### src/rtl/video_stream_monitor.sv
// Passive de/hs/vs stream monitor: measures per-frame width, height and per-channel checksums,
// and flags sync, line-length, geometry and counter-overflow errors. Results pulse out once per frame.
module video_stream_monitor #(
    parameter int CH_COUNT = 1,
    parameter int CH_WIDTH = 8,
    parameter int CNT_W    = 12,
    parameter int SUM_W    = 32,
    parameter int FRCNT_W  = 16
) (
    input  logic                         clk,
    input  logic                         rst_n,
    input  logic [CH_COUNT*CH_WIDTH-1:0] di_i,
    input  logic                         de_i,
    input  logic                         hs_i,
    input  logic                         vs_i,
    input  logic                         chk_en_i,
    input  logic [CNT_W-1:0]             exp_w_i,
    input  logic [CNT_W-1:0]             exp_h_i,
    output logic                         stat_vld_o,
    output logic [CNT_W-1:0]             stat_w_o,
    output logic [CNT_W-1:0]             stat_h_o,
    output logic [CH_COUNT*SUM_W-1:0]    stat_sum_o,
    output logic [3:0]                   stat_err_o,
    output logic [FRCNT_W-1:0]           frcnt_o
);

    localparam int               DI_W    = CH_COUNT * CH_WIDTH;
    localparam logic [CNT_W-1:0] CNT_MAX = {CNT_W{1'b1}};

    typedef enum logic [1:0] {
        WAIT_SOF = 2'd0,
        ACTIVE   = 2'd1,
        CLOSE    = 2'd2
    } state_t;

    state_t state, state_nx;

    logic [DI_W-1:0] di_r, ev_di;
    logic            de_r, hs_r, vs_r;
    logic            de_p, hs_p, vs_p;
    logic            vs_rise;
    logic            ev_pix, ev_sync, ev_line, ev_hs_rise, ev_vs_rise;

    assign vs_rise = vs_r & ~vs_p;

    // Stage 1 registers the raw inputs; stage 2 turns them into per-cycle events for the FSM.
    // NOTE: sequential state uses non-blocking assignments so every flop samples pre-edge values.
    always_ff @(posedge clk or negedge rst_n) begin
        if (!rst_n) begin
            di_r       <= '0;
            de_r       <= 1'b0;
            hs_r       <= 1'b0;
            vs_r       <= 1'b0;
            de_p       <= 1'b0;
            hs_p       <= 1'b0;
            vs_p       <= 1'b0;
            ev_di      <= '0;
            ev_pix     <= 1'b0;
            ev_sync    <= 1'b0;
            ev_line    <= 1'b0;
            ev_hs_rise <= 1'b0;
            ev_vs_rise <= 1'b0;
        end else begin
            di_r       <= di_i;
            de_r       <= de_i;
            hs_r       <= hs_i;
            vs_r       <= vs_i;
            de_p       <= de_r;
            hs_p       <= hs_r;
            vs_p       <= vs_r;
            ev_di      <= di_r;
            ev_pix     <= de_r & ~hs_r & ~vs_r;
            ev_sync    <= de_r & (hs_r | vs_r);
            // A de run still open at the vs edge is closed as a line in the same event.
            ev_line    <= de_p & (~de_r | vs_rise);
            ev_hs_rise <= hs_r & ~hs_p;
            ev_vs_rise <= vs_rise;
        end
    end

    always_ff @(posedge clk or negedge rst_n) begin
        if (!rst_n) state <= WAIT_SOF;
        else        state <= state_nx;
    end

    // NOTE: next-state gets its default first so no path through the case leaves it unassigned (no latch).
    always_comb begin
        state_nx = state;
        case (state)
            WAIT_SOF: if (ev_vs_rise) state_nx = ACTIVE;
            ACTIVE:   if (ev_vs_rise) state_nx = CLOSE;
            CLOSE:    state_nx = ACTIVE;
            default:  state_nx = WAIT_SOF;
        endcase
    end

    logic [CNT_W-1:0]               pix_cnt, line_cnt, width;
    logic [CH_COUNT-1:0][SUM_W-1:0] sum_q;
    logic                           sync_err, len_err, ovf_err;
    logic                           geom_err;
    logic                           clr_work;

    assign clr_work = (state == WAIT_SOF && ev_vs_rise) || (state == CLOSE);
    assign geom_err = chk_en_i && ((width != exp_w_i) || (line_cnt != exp_h_i));

    always_ff @(posedge clk or negedge rst_n) begin
        if (!rst_n) begin
            pix_cnt  <= '0;
            line_cnt <= '0;
            width    <= '0;
            sum_q    <= '0;
            sync_err <= 1'b0;
            len_err  <= 1'b0;
            ovf_err  <= 1'b0;
        end else if (clr_work) begin
            pix_cnt  <= '0;
            line_cnt <= '0;
            width    <= '0;
            sum_q    <= '0;
            sync_err <= 1'b0;
            len_err  <= 1'b0;
            ovf_err  <= 1'b0;
        end else if (state == ACTIVE) begin
            if (ev_sync) sync_err <= 1'b1;

            // Line end and hs edge never coincide with an accepted pixel, so priority here is safe.
            if (ev_line || ev_hs_rise) begin
                pix_cnt <= '0;
            end else if (ev_pix) begin
                if (pix_cnt == CNT_MAX) ovf_err <= 1'b1;
                else                    pix_cnt <= pix_cnt + CNT_W'(1);
            end

            if (ev_pix) begin
                for (int k = 0; k < CH_COUNT; k++) begin
                    sum_q[k] <= sum_q[k] + SUM_W'(ev_di[k*CH_WIDTH +: CH_WIDTH]);
                end
            end

            if (ev_line) begin
                if (line_cnt == CNT_MAX) ovf_err  <= 1'b1;
                else                     line_cnt <= line_cnt + CNT_W'(1);
                if (line_cnt == '0)         width   <= pix_cnt;
                else if (pix_cnt != width)  len_err <= 1'b1;
            end
        end
    end

    always_ff @(posedge clk or negedge rst_n) begin
        if (!rst_n) begin
            stat_vld_o <= 1'b0;
            stat_w_o   <= '0;
            stat_h_o   <= '0;
            stat_sum_o <= '0;
            stat_err_o <= '0;
            frcnt_o    <= '0;
        end else begin
            stat_vld_o <= (state == CLOSE);
            if (state == CLOSE) begin
                stat_w_o   <= width;
                stat_h_o   <= line_cnt;
                stat_sum_o <= sum_q;
                stat_err_o <= {ovf_err, geom_err, len_err, sync_err};
                frcnt_o    <= frcnt_o + FRCNT_W'(1);
            end
        end
    end

endmodule

### config.mk
export PLATFORM = sky130hd
export DESIGN_NAME = video_stream_monitor
export DESIGN_NICKNAME = d
export VERILOG_FILES = /design/src/rtl/video_stream_monitor.sv
export SDC_FILE = /design/constraint.sdc
export NUM_CORES = 1
export LEC_CHECK = 0
export CAP_MARGIN = 20
export CORE_ASPECT_RATIO = 2
export CORE_MARGIN = 5
export CORE_UTILIZATION = 25
export DETAILED_ROUTE_END_ITERATION = 8
export DONT_BUFFER_PORTS = 1
export PLACE_DENSITY = 0.4
export SETUP_SLACK_MARGIN = 0.2
export SLEW_MARGIN = 20
export SYNTH_ARGS = -nofsm -noshare
export SYNTH_HDL_FRONTEND = slang
export SYNTH_SLANG_ARGS = --single-unit
### constraint.sdc
create_clock -name clk -period 5.5 [get_ports clk]
set_input_delay 1.1 -clock clk [delete_from_list [all_inputs] [get_ports clk]]
set_output_delay 1.1 -clock clk [all_outputs]
set_load 0.005 [all_outputs]
; After elaboration in Yosys (flattened, before gate mapping)
; Cells that the tools add are included.
[totals]
elab_cells = 111
ff_bits = 177
inputBits = 38
output_inout_bits = 77
[op_classes]
bitwise_logic = 13
muxes = 34
add_sub_neg = 4
n_reduce_logical = 21
eq_ne = 12
[ops]
columns = operator, n
row1 = $mux W12, 13
row2 = $mux W32, 3
row3 = $ne A12 B12 Y1, 3
row4 = $add A32 B8 Y32, 1
row5 = $add A12 B1 Y12 const B, 2
row6 = $eq A12 B12 Y1 const B, 2
row7 = $add A16 B1 Y16 const B, 1
row8 = $mux W1, 15
row9 = $logic_not A12 Y1, 1
row10 = $reduce_bool A2 Y1, 6
row11 = $reduce_and A3 Y1, 3
row12 = $ne A2 B2 Y1 const B, 4
row13 = $and A1 B1 Y1, 6
row14 = $pmux W2 S3, 1
row15 = $reduce_and A2 Y1, 3
row16 = $not A1 Y1, 5
row17 = $mux W2, 2
row18 = $reduce_and A4 Y1, 1
row19 = $logic_or A1 B1 Y1, 3
row20 = $ne A3 B3 Y1 const B, 1
row21 = $reduce_bool A3 Y1, 1
row22 = $eq A2 B1 Y1 const B, 1
row23 = $eq A2 B2 Y1 const B, 1
row24 = $logic_and A1 B1 Y1, 2
row25 = other kinds (2), 3

; Logic depth before layout (Yosys ltp)
[logic_depth]
word_depth = 8
mapped_depth = 10
ltp_nobuf = 8

; Worst setup path before layout
; Ideal clock, no wire load.
[synth_timing]
kind = register -> register
from = reg sum_q[0] (netlist bit)
to = reg sum_q[12] (netlist bit)
stages_incl_launch_ff = 10
period_less_slack_ps = 2333
setup_time_ps = 78
required_ps = 5422
path_buffers = 1
arrival_ps = 2255
path_slack_ps = 3167
path_cell_list = dfrtp_1 -> ha_1 -> inv_1 -> fa_1 -> nand2b_1 -> a21oi_1 -> a221oi_1 -> clkbuf_1 -> or4_2 -> a21oi_1
[synth_between]
elab_chain_len = 4
[synth_lines]
columns = item, line_no
row1 = "start, declared", 98  ; logic [CH_COUNT-1:0][SUM_W-1:0] sum_q;
row2 = "start signal, assigned by index", 136  ; sum_q[k] <= sum_q[k] + SUM_W'(ev_di[k*CH_WIDTH +: CH_WIDTH]);
row3 = $add A32 B8 Y32, 136
row4 = $mux W32, 134  ; if (ev_pix) begin
row5 = $mux W32, 123  ; end else if (state == ACTIVE) begin
row6 = $mux W32, 115  ; end else if (clr_work) begin
; No other way between the ends. The select of a mux whose other input is x is not followed.
; A chain may end at the register's enable or synchronous reset.

; Worst setup path in the final report
[layout_timing]
from = reg sum_q[0] (netlist bit)
to = reg sum_q[18] (netlist bit)
; The elaborated chain is that of the path after synthesis.

==> impl_metrics.tcl <==
set metrics [dict create \
    antennaDiodeCount 0 \
    ys_warn_count 0 \
    holdCritPathClass "reg -> reg" \
    async_flop_share_pct 100 \
    tritoncts "built" \
    period_minus_slack_ps 2630 \
    layout-drive-gt1-share_pct 6.17 \
    irDropWorstVdd_v 0.000221 \
    clk_pin_slew_ps 70 \
    cpMostUsedCell "a21oi_1" \
    grt.overflow.total 0 \
    clock-sinks 177 \
    cp.buffers_inverters 2 \
    htree_levels 4 \
    crit_chain "ha_1 > inv_1 > fa_1 > nand2b_1 > a21oi_1 > a221oi_1 > buf_4 > or4_2 > a21oi_1" \
    rows 92 \
    viasPerCell 4.59 \
    grt_pass1_wl_um 36300 \
    firstDrtPassIters 4 \
    gp_congestion 0.785 \
    ys_types 57 \
    grt.total_usage_pct 13.4 \
    start_util_pct 25.4 \
    synth.avg_cell_area_um2 9.75 \
    status "completed" \
    die_x_um 137 \
    p_per_area_nw_per_um2 384 \
    dieArea_um2 35900 \
    ant_nets 0 \
    crit_family "simple AND/OR/NAND/NOR gates" \
    p_leak_uw 0.00427 \
    cts_max_path_buffers 2 \
    fillCellCount 3380 \
    portBuffers 0 \
    drt_iter0_markers 224 \
    tightest_slew_ps 904 \
    cp.arrival_ps 2990 \
    yosysSeqAreaShare_pct 55.3 \
    syn_nets 872 \
    relSlewSlack_pct 39.7 \
    wirelength_um 23000 \
    multi_input_area_um2 3380 \
    cts_buffers 17 \
    switchingPower_uw 1050 \
    slowest_stage "or4_2" \
    pwr-share-clk_pct 38.7 \
    synthesis.area_um2 8000 \
    die_h_um 263 \
    drc_errors 0 \
    synthCells 821 \
    pin_count 115 \
    vias 5731 \
    cts_hold_buf 0 \
    swShare_pct 30.0 \
    max-cap-violations 0 \
    combPwrFrac_pct 16.3 \
    grt_pass1_vias 6070 \
    fin_cells 1249 \
    synth.ff_latch_count 177 \
    fin_nets 864 \
    p_seq_share_pct 45.1 \
    ff_latch_area_um2 4430 \
    critPathKind "reg -> reg" \
    synth_edf_count 0 \
    dp_cells 1217 \
    cts_resized 0 \
    slowest_delay_ps 610 \
    grt_start_max_net_pins 178 \
    setup_viol 0 \
    syn_to_final_growth_pct 13.6 \
    report.final.hold_viol_count 0 \
    wire_per_inst_um 18.4 \
    rsz0062_at_grt "false" \
    cts_root_buf "clkbuf_16" \
    slew_violations 0 \
    fin_setup_tns_ps 0 \
    synth_ff_type "dfrtp_1" \
    postCtsSetupRepairBufs 0 \
    insertion_delay_ps 450 \
    antenna_found_initial 2 \
    clock_skew_ps 10.4 \
    cp-end-kind "flop" \
    p_int_uw 2440 \
    coreArea_um2 31500 \
    timing.fmax_ghz 0.381 \
    period_share_pct 47.8 \
    cp-start-kind "flop" \
    critical_path_required_ps 5870 \
    worstPathMaxFanout 21 \
    hpwlAfterDp_um 16100 \
]
-- placed cells by master (no fill, tap or decap), types with 3 or more instances in the layout --
cell type and instances:
inv_1 14, ha_1 12, xnor2_1 24, clkbuf_16 17, mux2i_1 17, nor3_1 8, nand3_1 22, nand4_1 16
or4_2 3, buf_4 6, or4_1 8, o31ai_1 10, nand2b_1 4, and3_1 14, bufinv_16 4, or3_1 11
dfrtp_1 177, nor2_1 39, a21oi_1 23, nor2_2 3, nor3b_1 4, o21ai_0 36, nand2_1 235, a21o_1 4
and2_1 4, clkbuf_8 5, a211oi_1 3, nand3b_1 3, nand4b_1 3, xor2_1 44, nor4_1 13
-- path summary, 6_finish.rpt --
check,endpoint,cells after the start,start,slack (ps)
min reg2reg,ev_di[7],0,di_r[7],350
max in group asynchronous,stat_sum_o[6],0,rst_n,4660
max reg2reg,sum_q[18],9,sum_q[0],2870
min,ev_di[7],0,di_r[7],350
max,sum_q[18],9,sum_q[0],2870
min in group asynchronous,de_r,0,rst_n,360
-- flip-flops by register name, summed over array words and instances (netlist names), 2 cells and up --
signal and flops:
di_r 8, ev_di 8, frcnt_o 16, line_cnt 12
pix_cnt 12, stat_err_o 4, stat_h_o 12, stat_sum_o 32
stat_w_o 12, state 2, sum_q 32, width 12
-- power by group through the flow --
stage / logic [uW] / clock network, uW / registers [uW]
3_5_place_dp: 582 / 0 / 1610
5_1_grt: 648 / 1450 / 1600
6_report: 569 / 1350 / 1570
2_1_floorplan: 450 / 0 / 1530
4_1_cts: 583 / 1400 / 1590
3_3_place_gp: 579 / 0 / 1610
-- per-stage QoR --
stage / hold slack [ps] / total power (uW) / utilization (%) / area [um2] / setup WS (ps)
5_1_grt: 320 / 3690 / 28.8 / 9090 / 2710
3_5_place_dp: 336 / 2190 / 26.7 / 8430 / 2910
2_1_floorplan: 331 / 1980 / - / 8000 / 3170
6_report: 347 / 3490 / 28.8 / 9090 / 2870
4_1_cts: 324 / 3570 / 28.8 / 9080 / 2890
3_3_place_gp: 333 / 2190 / 26.7 / 8430 / 2960
-- synthesized netlist by cell type (13+ instances only) --
cell type  count  area [um2]
mux2i_1       17         170
o21ai_0       36         180
and3_1        14        87.6
nand3_1       22         110
a21oi_1       24         120
nand2_1      235         882
dfrtp_1      177        4430
nor4_1        13        81.3
clkbuf_1      21        78.8
xor2_1        44         385
xnor2_1       24         210
nor2_1        40         150
inv_1         15        56.3
nand4_1       16         100
-- layout make-up --
type / instances / share of cell area (%)
repair buffers: 6 / 0.496
well taps: 423 / 5.82
flip-flops and latches: 177 / 48.7
clock inverters: 8 / 1.61
multi-input cells: 596 / 37.2
inverters: 15 / 0.619
clock buffers: 24 / 5.52
-- kinds of logic (layout without fill, tap and decap cells) --
kind of cell	count (synthesis)	count (layout)	share of synthesized area, %
mux	17	17	2.13
xor+xnor	68	68	7.44
simple gates	404	404	23.3
fa+ha+maj	13	13	2.13
flops	177	177	55.3
buf+inv	48	53	2.52
compound gates	94	94	7.11
-- per-layer routing --
metal  vias up  share of wire (%)  global-route usage (%)
met5         -                  0                       0
met1      2817                 37                    14.3
met2       117                 57                    25.0
met3        35                3.8                    3.04
li1       2762                  -                       -
met4         0                2.7                    5.26
Note: power is estimated with default switching activity, not from simulation.
